## src/rtl/sel_result_accum.sv

```systemverilog
// sel_result_accum
// Collects windows of N = 2**LOG2_N signed 9-bit samples from the upstream
// selector/adder stage. When a window is full it presents the sum, the average,
// the maximum and the minimum, and holds them until the consumer takes them.
//
// Ports
//   clk        rising-edge clock
//   rst_n      asynchronous active-low reset
//   clr        synchronous window abort/flush; it overrides everything else
//   in_valid   in_data carries a sample this cycle
//   in_data    signed 9-bit sample
//   in_ready   a sample can be accepted (IDLE/ACC)
//   out_valid  a window result is presented (HOLD)
//   out_ready  the consumer accepts the presented result
//   out_sum    signed 15-bit sum of the window
//   out_avg    out_sum >>> LOG2_N (floor), 9 bits
//   out_max    signed maximum of the window
//   out_min    signed minimum of the window
//   dbg_state  current FSM state (0 IDLE, 1 ACC, 2 HOLD)
//
// Handshakes: a transfer happens on a rising edge where valid and ready are both
// high. in_ready and out_valid depend only on the state, so neither one depends
// combinationally on the other side of its handshake.
module sel_result_accum #(
    parameter int LOG2_N = 3
) (
    input  logic               clk,
    input  logic               rst_n,
    input  logic               clr,
    input  logic               in_valid,
    input  logic signed [8:0]  in_data,
    output logic               in_ready,
    output logic               out_valid,
    input  logic               out_ready,
    output logic signed [14:0] out_sum,
    output logic signed [8:0]  out_avg,
    output logic signed [8:0]  out_max,
    output logic signed [8:0]  out_min,
    output logic [1:0]         dbg_state
);

    typedef enum logic [1:0] {
        IDLE = 2'd0,
        ACC  = 2'd1,
        HOLD = 2'd2
    } state_t;

    state_t             state, state_nxt;
    logic [LOG2_N-1:0]  count;
    logic signed [14:0] acc_sum;
    logic signed [8:0]  acc_max;
    logic signed [8:0]  acc_min;
    logic signed [14:0] in_ext;
    logic signed [14:0] sum_nxt;
    logic signed [8:0]  max_nxt;
    logic signed [8:0]  min_nxt;
    logic               accept;
    logic               last_sample;

    // Handshake and the values this sample produces
    always_comb begin
        in_ready    = (state != HOLD);
        out_valid   = (state == HOLD);
        accept      = in_valid && in_ready;
        // count holds the number of samples already taken, so all-ones means
        // the sample now being accepted completes the window.
        last_sample = (state == ACC) && (count == '1);
        in_ext      = {{6{in_data[8]}}, in_data};
        if (state == IDLE) begin
            sum_nxt = in_ext;
            max_nxt = in_data;
            min_nxt = in_data;
        end else begin
            sum_nxt = acc_sum + in_ext;
            max_nxt = (in_data > acc_max) ? in_data : acc_max;
            min_nxt = (in_data < acc_min) ? in_data : acc_min;
        end
    end

    // Next state
    always_comb begin
        state_nxt = state;
        case (state)
            IDLE: if (accept) state_nxt = ACC;
            ACC:  if (accept && last_sample) state_nxt = HOLD;
            HOLD: if (out_ready) state_nxt = IDLE;
            default: state_nxt = IDLE;
        endcase
        if (clr) state_nxt = IDLE;
    end

    always_ff @(posedge clk or negedge rst_n) begin
        if (!rst_n) state <= IDLE;
        else        state <= state_nxt;
    end

    // Accumulators and result registers. The results are loaded only when a
    // window completes, so they keep their values after the handshake.
    always_ff @(posedge clk or negedge rst_n) begin
        if (!rst_n) begin
            count   <= '0;
            acc_sum <= '0;
            acc_max <= '0;
            acc_min <= '0;
            out_sum <= '0;
            out_max <= '0;
            out_min <= '0;
        end else if (clr) begin
            count <= '0;
        end else if (accept) begin
            acc_sum <= sum_nxt;
            acc_max <= max_nxt;
            acc_min <= min_nxt;
            if (last_sample) begin
                count   <= '0;
                out_sum <= sum_nxt;
                out_max <= max_nxt;
                out_min <= min_nxt;
            end else begin
                count <= count + 1'b1;
            end
        end
    end

    // The shift is done at 15 bits and then truncated. The window average always
    // fits in 9 bits.
    assign out_avg   = 9'(out_sum >>> LOG2_N);
    assign dbg_state = state;

endmodule
```

## config.mk

```make
export PLATFORM = sky130hd
export DESIGN_NAME = sel_result_accum
export DESIGN_NICKNAME = d
export VERILOG_FILES = /design/src/rtl/sel_result_accum.sv
export SDC_FILE = /design/constraint.sdc
export NUM_CORES = 1
export LEC_CHECK = 0
export CAP_MARGIN = 20
export CORE_MARGIN = 1
export CORE_UTILIZATION = 59
export CTS_CLUSTER_DIAMETER = 100
export CTS_CLUSTER_SIZE = 28
export DETAILED_ROUTE_END_ITERATION = 16
export PLACE_DENSITY = 0.87
export SLEW_MARGIN = 10
export SYNTH_ARGS = -nofsm -noshare
export SYNTH_HDL_FRONTEND = slang
export SYNTH_SLANG_ARGS = --single-unit
```

## constraint.sdc

```tcl
create_clock -name clk -period 5.2 [get_ports clk]
set_clock_uncertainty 0.1 [all_clocks]
set_input_delay 1.04 -clock clk [delete_from_list [all_inputs] [get_ports clk]]
set_output_delay 1.04 -clock clk [all_outputs]
set_load 0.02 [all_outputs]
```

==> Word-level counts from Yosys, hierarchy flattened <==
Cells that the tools add are included.
{ "word_totals": {"output_inout_bits": 46, "word_cells": 41, "reg_bits": 71, "input_bits": 14} }
{ "op_classes": {"bitwise_logic": 1, "n_reduce_logical": 8, "order_cmp": 2, "eq_ne": 7, "mux": 13, "n_addsub": 2} }
{ "ops": {"columns": ["operator", "n"], "rows": [
  ["two-way mux 9 bit", 4],
  ["adder 15 x 9 -> 15 bit", 1],
  ["two-way mux 15 bit", 1],
  ["greater-than comparator 9 bit", 1],
  ["less-than comparator 9 bit", 1],
  ["two-way mux 3 bit", 3],
  ["two-way mux 2 bit", 4],
  ["!= test 3 x 2 -> 1 bit, second input constant", 2],
  ["case mux 2 bit (3 select lines)", 1],
  ["AND reduction 3 bit", 2],
  ["adder 3 x 1 -> 3 bit, second input constant", 1],
  ["== test 3 bit, second input constant", 1],
  ["logical AND 1 bit", 3],
  ["!= test 3 bit, second input constant", 1],
  ["== test 2 x 1 -> 1 bit, second input constant", 1],
  ["== test 2 bit, second input constant", 1],
  ["zero test 2 bit", 1],
  ["!= test 2 bit, second input constant", 1],
  ["AND reduction 2 bit", 1],
  ["nonzero test 2 bit", 1],
  ["NOT 1 bit", 1]
]} }

==> Depth between registers and ports, before layout <==
Gate-level depths: netlist (run 1).
{ "logic_depth": {"depth_word": 6, "depth_mapped": 10, "mapped_depth_nobuf": 10} }

==> Worst setup path before layout (run 1) <==
Ideal clock, no wire load.
{ "synth_timing": {"path_kind": "in2reg", "from": "input port in_data[0]", "to": "register out_sum[12]", "cell_stages": 10, "setup_ns": 0.125, "t_arrival_ns": 2.816, "n_path_buf": 0, "setup_slack_ns": 2.159, "t_required_ns": 4.975, "path_cell_list": "ha_1 -> inv_1 -> fa_1 -> nor2b_4 -> o31ai_1 -> nand2_1 -> a311oi_1 -> o21ai_1 -> xor2_1 -> mux2_2"} }
{ "synth_via": {"elab_chain_len": 2} }
{ "synth_lines": {"columns": ["element", "line", "rtl"], "rows": [
  ["start, declared", "31", "input logic signed [8:0] in_data,"],
  ["adder 15 x 9 -> 15 bit", "74", "sum_nxt = acc_sum + in_ext;"],
  ["two-way mux 15 bit", "69", "if (state == IDLE) begin"],
  ["end signal, assigned", "116", "out_sum <= sum_nxt;"],
  ["end, declared", "35", "output logic signed [14:0] out_sum,"]
]} }
No other way between the ends.
A chain may end at the register's enable or synchronous reset.

==> Final worst setup path (run 1) <==
{ "layout_timing": {"from": "input port in_data[8]", "to": "register acc_min[0]"} }
{ "layout_via": {"elab_chain_len": 3} }
{ "layout_lines": {"columns": ["element", "line", "rtl"], "rows": [
  ["less-than comparator 9 bit", "76", "min_nxt = (in_data < acc_min) ? in_data : acc_min;"],
  ["two-way mux 9 bit", "76", null],
  ["two-way mux 9 bit", "69", null],
  ["end signal, assigned", "113", "acc_min <= min_nxt;"],
  ["end, declared", "52", "logic signed [8:0] acc_min;"]
]} }
No other way between the ends.

==> reports/results.txt, run 1 <==
Reg clk slew, reported paths -> 0.08 ns
CP arrival -> 3.89 ns
drt first pass iters -> 4
worst skew pair latency -> 0.36 ns
Crit path largest cell delay -> 0.62 ns
hold worst-path end -> out_min[6]$_DFFE_PN0P_
crit path max fanout -> 16
syn_nets -> 487
FF-to-FF End -> acc_min[0]$_DFFE_PN0P_
commonest non-fill, non-tap cells in the layout -> 71 x dfrtp_1, 58 x clkdlybuf4s50_1, 54 x nand2_1
Resized cells post-CTS -> 0
DR WL/cell -> 16.4 µm
Nets -> 534
Yosys reg bits -> 71
Num CTS Buffers -> 9
DP HPWL -> 6990 µm
Placed Instance Area -> 4780 µm²
setup ws final -> 1.46 ns
routed via count -> 3409
CTS tree -> built
RSZ-0062 raised after global routing -> false
Die Y -> 86.2 µm
HP Start -> out_min[6]$_DFFE_PN0P_
Area Overhead vs Synth -> 19.7%
max_cap viols -> 0
# diodes -> 0
DRC -> 0
fin crit period -> 3.74 ns
Min-Delay Path Depth -> 2
die area -> 7430 µm²
final period utilization -> 72.0%
Gate Count Post-Synth -> 439
Tightest Hold Check Type -> register to register
gpl congestion -> 0.899
largest net degree at the start of global routing -> 40
# IOs -> 60
Max Buffers Root-to-Sink -> 2
initial antenna violation count -> 0
first-pass GRT wire length -> 16000 µm
number of I/O port buffers -> 59
H-tree levels -> 3
Worst Path Buf+Inv -> 1
syn_area_per_cell -> 9.53 µm²
cell area after layout -> 5010 µm²
flop2flop setup slack -> 2.45 ns
worst slew pin tran -> 0.944 ns
met2 WL post-DR -> 4920 µm
Worst path top cell family by delay -> compound AO/OA/AOI/OAI gates
hold_buf cts -> 0
Crit path required time -> 5.34 ns
leak pwr -> 0.00237 µW
Yosys top cell area share -> 42.5%
slowest CP cell -> clkdlybuf4s50_1
Max Used Layer -> met4
num rows -> 30
PwrDens -> 332 nW/µm²
share of cells above drive strength 1 -> 9.16%
reg2reg start -> acc_min[8]$_DFFE_PN0P_
r2r worst-path depth -> 8
total track usage -> 28.4%
Worst Path Class, Setup -> input pin to register
Synth area leader -> dfrtp_1
Cell Chain, Critical Path -> clkdlybuf4s50_1 > ha_1 > and4_1 > a21oi_1 > o21ai_2 > o221ai_4 > and2_1 > mux2_2
Starting Density -> 61.2%
antenna-violating nets left -> 0
status -> completed
setup bufs post-CTS -> 0
register area share after synthesis -> 42.5%
vias in the first global route -> 3424
Setup TNS -> 0 ns
most common cell after layout, fill and taps aside -> dfrtp_1
via/cell ratio -> 5.81
CP endpoint kind -> register
clock sinks -> 71
met3 routed WL -> 553 µm
yosys warns -> 0
Max Slew Vio Count -> 0
Die Wd -> 86.2 µm
Netlist cell types -> 46
setup slack at placement -> 1.13 ns
GRT Residual Overflow -> 0
final hold vios -> 0
initial drt markers -> 147
Final Setup Violations -> 0
f_max -> 0.267 GHz
routed length on met1 -> 3870 µm
Mapped Area -> 4180 µm²
startpoint types -> input pin
wirelength, routed -> 9630 µm
Area contributors post-synth -> dfrtp_1 42%, ha_1 9.9%, o21ai_0 5.6%
Worst VDD drop -> 0.000198 V
CORE AREA -> 6830 µm²
CTS Root Buffer Type -> clkbuf_8
Slew HR -> 36.8%
hold_ws -> 0.384 ns
routing by layer:
metal	up-vias	GRT usage [%]
met5	-	0
met4	0	13.6
met3	30	4.57
met2	107	50.1
met1	1634	33.7
li1	1638	-
state kept, by name (all words and copies together), names as in the netlist:
register	flops
acc_max	9
acc_min	9
acc_sum	15
count	3
dbg_state	2
out_max	9
out_min	9
out_sum	15
per-stage QoR:
step	total power (µW)	std cells	utilization, %
6_report	1660	587	73.3
5_1_grt	1760	587	73.3
4_1_cts	1670	587	73.3
3_5_place_dp	1180	571	70.0
3_3_place_gp	1140	571	70.0
2_1_floorplan	1030	439	-
logic make-up after synthesis:
family | share of synthesized area, %
XOR/XNOR | 2.09
adder cells (fa/ha/maj) | 10.4
flip-flops | 42.5
AO/OA/AOI/OAI | 18.4
buffers and inverters | 5.71
multiplexers | 8.26
AND/OR/NAND/NOR | 12.7
Yosys cell counts, drive strengths merged:
cell / instances
nand3: 11
o221ai: 1
o211a: 2
nand2: 55
nor3: 4
or2: 2
fa: 1
nor2: 23
buf: 15
o31ai: 3
o32ai: 1
o211ai: 4
o31a: 3
xnor2: 5
nand4: 2
mux2i: 21
a21boi: 4
nor2b: 6
a21oi: 29
a21o: 8
o22ai: 2
or3: 3
nand2b: 1
inv: 23
dfrtp: 71
clkbuf: 14
xor2: 5
a211o: 1
a211oi: 3
a311oi: 1
mux2: 12
o21ai: 49
o21a: 7
ha: 33
and4: 2
a31oi: 5
and3: 5
and2: 2
layout make-up:
cell class / count / area (µm²)
repair buffers: 65 / 631
well taps: 96 / 120
clock buffers: 10 / 128
flip-flops and latches: 71 / 1780
fillers: 507 / 1830
clock inverters: 6 / 93.8
inverters: 23 / 86.3
multi-input cells: 316 / 2170
worst register-to-register path: stages (launching register included):
cell and delay, ns:
dfrtp_1 0.38, inv_1 0.05, ha_1 0.34, and4_1 0.25, a21oi_1 0.20, o21ai_2 0.11, o221ai_4 0.49, and2_1 0.36
mux2_2 0.36
worst max path at each step:
| stage | startpoint | to | slack (ns) | cells past startpoint |
|---|---|---|---|---|
| finish | in_data[8] | acc_min[0]$_DFFE_PN0P_ | 1.46 | 8 |
| floorplan | in_data[0] | out_sum[12]$_DFFE_PN0P_ | 2.16 | 10 |
| detailed placement | in_data[8] | acc_min[0]$_DFFE_PN0P_ | 1.13 | 8 |
| CTS | in_data[8] | acc_min[0]$_DFFE_PN0P_ | 1.47 | 8 |
| global route | in_data[8] | acc_min[0]$_DFFE_PN0P_ | 1.32 | 8 |
| global placement | in_data[8] | acc_min[0]$_DFFE_PN0P_ | 1.25 | 8 |
power breakdown:
part           internal [µW]  switching, µW
logic                    224            284
clock network            273            218
registers                617           47.7
Note: power is estimated with default switching activity, not from simulation.
==> run 2, diff against run 1 <==
--- a/config.mk
+++ b/config.mk
@@ -7,11 +7,11 @@
 export LEC_CHECK = 0
 export CAP_MARGIN = 20
 export CORE_MARGIN = 1
-export CORE_UTILIZATION = 59
+export CORE_UTILIZATION = 50
 export CTS_CLUSTER_DIAMETER = 100
 export CTS_CLUSTER_SIZE = 28
 export DETAILED_ROUTE_END_ITERATION = 16
-export PLACE_DENSITY = 0.87
+export PLACE_DENSITY = 0.78
 export SLEW_MARGIN = 10
 export SYNTH_ARGS = -nofsm -noshare
 export SYNTH_HDL_FRONTEND = slang
==> constraint.sdc (replaced) <==
create_clock -name clk -period 3.4 [get_ports clk]
set_clock_uncertainty 0.1 [all_clocks]
set_input_delay 0.68 -clock clk [delete_from_list [all_inputs] [get_ports clk]]
set_output_delay 0.68 -clock clk [all_outputs]
set_load 0.02 [all_outputs]
==> reports/results.txt, run 2 (synthesis gave the netlist of run 1 again) <==
setup ws final -> 0.333 ns
Max Buffers Root-to-Sink -> 2
setup slack at placement -> 0.0126 ns
Reg clk slew, reported paths -> 0.08 ns
FF-to-FF End -> out_sum[12]$_DFFE_PN0P_
die area -> 8730 µm²
Num CTS Buffers -> 9
Largest regs -> acc_sum: 15 flops, out_sum: 15 flops
initial drt markers -> 162
hold_ws -> 0.262 ns
worst slew pin tran -> 0.693 ns
Worst Path Buf+Inv -> 2
Max Slew Vio Count -> 0
Slew HR -> 53.8%
routed via count -> 3365
Cell Chain, Critical Path -> clkdlybuf4s50_1 > ha_1 > inv_1 > fa_1 > nor2b_4 > o31ai_1 > nand2_1 > a311oi_1 > o21ai_1 > xor2_1 > mux2_2
Final Setup Violations -> 0
post-layout util -> 64.9%
Crit path required time -> 3.54 ns
GRT Residual Overflow -> 0
most common cell after layout, fill and taps aside -> dfrtp_1
Tightest Hold Check Type -> input pin to async pin
total track usage -> 23.4%
largest net degree at the start of global routing -> 43
Setup TNS -> 0 ns
RSZ-0062 raised after global routing -> false
Die Wd -> 93.5 µm
slowest CP cell -> clkdlybuf4s50_1
CTS tree -> built
wirelength, routed -> 9170 µm
Worst VDD drop -> 0.000384 V
DRC -> 0
CTS Root Buffer Type -> clkbuf_8
r2r worst-path depth -> 10
reg2reg start -> acc_sum[0]$_DFFE_PN0P_
share of cells above drive strength 1 -> 11.7%
Filler cells -> 627
initial antenna violation count -> 0
first-pass GRT wire length -> 15800 µm
crit path max fanout -> 3
PwrDens -> 498 nW/µm²
Worst path top cell family by delay -> compound AO/OA/AOI/OAI gates
DR WL/cell -> 15.1 µm
fin crit period -> 3.07 ns
Starting Density -> 53.0%
# IOs -> 60
Die Y -> 93.5 µm
f_max -> 0.326 GHz
Crit path largest cell delay -> 0.44 ns
gpl congestion -> 0.891
H-tree levels -> 3
clock sinks -> 71
Resized cells post-CTS -> 0
CP endpoint kind -> register
max_cap viols -> 0
status -> completed
hold_buf cts -> 0
final hold vios -> 0
# diodes -> 0
Nets -> 547
leak pwr -> 0.00243 µW
via/cell ratio -> 5.55
vias in the first global route -> 3303
flop2flop setup slack -> 0.74 ns
Area Overhead vs Synth -> 22.5%
CORE AREA -> 7890 µm²
number of I/O port buffers -> 59
drt first pass iters -> 4
final period utilization -> 90.2%
commonest non-fill, non-tap cells in the layout -> 71 x dfrtp_1, 58 x clkdlybuf4s50_1, 54 x nand2_1
startpoint types -> input pin
num rows -> 32
total power -> 2550 µW
worst skew pair latency -> 0.35 ns
Worst Path Class, Setup -> input pin to register
DP HPWL -> 6810 µm
setup bufs post-CTS -> 0
antenna-violating nets left -> 0
CP arrival -> 3.21 ns
[run 2: cell types whose count changed in the layout (fill, tap and decap cells not counted), sizes merged]
cell / previous run / this run
clkinvlp: 1 / 3
buf: 7 / 20
clkbuf: 10 / 9
clkinv: 2 / 1
[run 2: layer usage]
metal,vias up,global-route usage [%],share of wire [%]
li1,1658,-,-
met1,1587,29.7,44
met2,101,39.3,48
met3,19,6.02,5.3
met4,0,7.18,2.1
met5,-,0,0
[run 2: how the worst max path moves through the flow]
stage / startpoint / to / slack, ns / cells after the start
after CTS: in_data[0] / out_sum[12]$_DFFE_PN0P_ / 0.38 / 11
after global routing: in_data[0] / out_sum[12]$_DFFE_PN0P_ / 0.21 / 11
after global placement: in_data[0] / out_sum[12]$_DFFE_PN0P_ / 0.08 / 11
final: in_data[0] / out_sum[12]$_DFFE_PN0P_ / 0.33 / 11
after detailed placement: in_data[0] / out_sum[12]$_DFFE_PN0P_ / 0.01 / 11
after floorplan: in_data[0] / out_sum[12]$_DFFE_PN0P_ / 0.72 / 10
[run 2: report_power, final]
group	internal, µW	leakage, µW	switching (µW)
sequential	943	0.000918	68.8
clock	414	0.000102	335
combinational	362	0.00141	429
[run 2: final cells by class]
class                           count  area, µm²  area share (%)
Timing Repair Buffer               78        741            14.5
Clock inverter                      7       96.3            1.88
Clock buffer                        9        124            2.42
Sequential cell                    71       1780            34.7
Inverter                           23       86.3            1.69
Tap cell                          102        128            2.49
Multi-Input combinational cell    316       2170            42.4
[run 2: per-stage QoR]
stage               instances  instance area, µm²
global placement          590                4900
global route              606                5120
detailed placement        590                4900
CTS                       606                5120
floorplan                 439                4180
finish                    606                5120
==> run 3, diff against run 2 <==
--- a/config.mk
+++ b/config.mk
@@ -6,12 +6,13 @@
 export NUM_CORES = 1
 export LEC_CHECK = 0
 export CAP_MARGIN = 20
-export CORE_MARGIN = 1
+export CORE_MARGIN = 2
 export CORE_UTILIZATION = 50
-export CTS_CLUSTER_DIAMETER = 100
+export CTS_CLUSTER_DIAMETER = 50
 export CTS_CLUSTER_SIZE = 28
 export DETAILED_ROUTE_END_ITERATION = 16
 export PLACE_DENSITY = 0.78
+export REMOVE_ABC_BUFFERS = 1
 export SLEW_MARGIN = 10
 export SYNTH_ARGS = -nofsm -noshare
 export SYNTH_HDL_FRONTEND = slang
==> reports/results.txt, run 3 (synthesis gave the netlist of run 1 again) <==
register area -> 1780 µm²
switching share of power -> 31.4%
Cell Chain, Critical Path -> clkdlybuf4s50_1 > ha_1 > inv_1 > fa_1 > nor2b_4 > o31ai_1 > nand2_1 > a311oi_1 > o21ai_1 > xor2_1 > mux2_2
f_max -> 0.329 GHz
register share of total power -> 38.4%
Setup TNS -> 0 ns
wirelength, routed -> 9220 µm
slowest CP cell -> clkdlybuf4s50_1
Num CTS Buffers -> 9
final hold vios -> 0
Die Wd -> 95.5 µm
commonest non-fill, non-tap cells in the layout -> 71 x dfrtp_1, 58 x clkdlybuf4s50_1, 54 x nand2_1
first-pass GRT wire length -> 15300 µm
Tightest Hold Check Type -> input pin to async pin
routed via count -> 3363
CORE AREA -> 8180 µm²
# IOs -> 60
r2r worst-path depth -> 10
vias in the first global route -> 3249
Crit path largest cell delay -> 0.44 ns
flop2flop setup slack -> 0.77 ns
max_cap viols -> 0
hold_buf cts -> 0
post-layout util -> 63.0%
leak pwr -> 0.00245 µW
Comb power frac -> 29.7%
share of cells above drive strength 1 -> 11.4%
clock sinks -> 71
Reg clk slew, reported paths -> 0.08 ns
Worst Path Buf+Inv -> 2
drt first pass iters -> 5
Nets -> 545
CTS tree -> built
final period utilization -> 89.5%
Multi-input gate area -> 2170 µm²
initial drt markers -> 164
initial antenna violation count -> 0
DR WL/cell -> 15.2 µm
most common cell after layout, fill and taps aside -> dfrtp_1
num rows -> 33
antenna-violating nets left -> 0
gpl congestion -> 0.888
Final Setup Violations -> 0
Resized cells post-CTS -> 0
GRT Residual Overflow -> 0
DRC -> 0
Starting Density -> 51.1%
clock network fraction of total power -> 31.9%
total track usage -> 21.8%
Largest regs -> acc_sum: 15 flops, out_sum: 15 flops
Crit path required time -> 3.54 ns
Int Power -> 1810 µW
worst skew pair latency -> 0.35 ns
Filler cells -> 668
setup bufs post-CTS -> 0
Max Buffers Root-to-Sink -> 2
CP endpoint kind -> register
crit path max fanout -> 3
via/cell ratio -> 5.54
Slew HR -> 42.1%
worst slew pin tran -> 0.869 ns
number of I/O port buffers -> 59
PwrDens -> 511 nW/µm²
CTS Root Buffer Type -> clkbuf_8
Die Y -> 95.5 µm
CP arrival -> 3.18 ns
Psw -> 825 µW
DP HPWL -> 6540 µm
Critical Path Start -> in_data[0]
# diodes -> 0
die area -> 9110 µm²
largest net degree at the start of global routing -> 45
Worst Path Class, Setup -> input pin to register
fin crit period -> 3.04 ns
Levels on crit path -> 11
H-tree levels -> 3
RSZ-0062 raised after global routing -> false
startpoint types -> input pin
status -> completed
reg2reg start -> acc_sum[0]$_DFFE_PN0P_
Max Slew Vio Count -> 0
Worst VDD drop -> 0.000252 V
Area Overhead vs Synth -> 23.1%
Worst path top cell family by delay -> compound AO/OA/AOI/OAI gates
==> run 3: path summary, 6_finish.rpt <==
check                                     endpoint
max in group asynchronous   acc_sum[2]$_DFFE_PN0P_
max reg2reg                out_sum[12]$_DFFE_PN0P_
min                         out_max[0]$_DFFE_PN0P_
min reg2reg                out_sum[13]$_DFFE_PN0P_
max                        out_sum[12]$_DFFE_PN0P_
min in group clk           out_sum[13]$_DFFE_PN0P_
==> run 3: power groups by stage <==
stage	Clock (µW)	Combinational, µW	Sequential (µW)
after global routing	881	873	1030
final	840	780	1010
after floorplan	0	546	1020
after global placement	0	739	1020
after CTS	848	780	1010
after detailed placement	0	769	1030
==> run 3: area by class of cell <==
type,count,area share (%)
Multi-Input combinational cell,316,42.2
Timing Repair Buffer,76,14.3
Tap cell,105,2.55
Inverter,23,1.68
Clock buffer,10,2.67
Sequential cell,71,34.5
Clock inverter,6,2.09
==> run 3: worst reg2reg max path: cells and delay by family (launching register included) <==
kind                     cells  cell delay, ns
AO/OA/AOI/OAI                3            0.91
adder cells (fa/ha/maj)      2            0.43
flip-flops                   1            0.39
multiplexers                 1            0.26
AND/OR/NAND/NOR              2            0.19
XOR/XNOR                     1            0.17
buffers and inverters        1            0.07
==> run 3: through the flow <==
step	instance area (µm²)	power, µW	setup WS [ns]	cells	hold WS (ns)
after global routing	5150	2780	0.157	607	0.409
final	5150	2630	0.357	607	0.330
after global placement	4900	1760	0.0643	591	0.360
after CTS	5150	2640	0.375	607	0.362
after floorplan	4030	1570	0.536	410	0.284
after detailed placement	4900	1800	0.00642	591	0.369
==> run 3: layer usage <==
layer / part of all wire, % / vias up / routed length, µm / GRT usage, %
met5: 0 / - / 0 / 0
met4: 2.5 / 0 / 227 / 10.7
met3: 3.8 / 16 / 349 / 2.29
met2: 48 / 87 / 4430 / 34.6
met1: 46 / 1601 / 4220 / 29.8
li1: - / 1659 / - / -
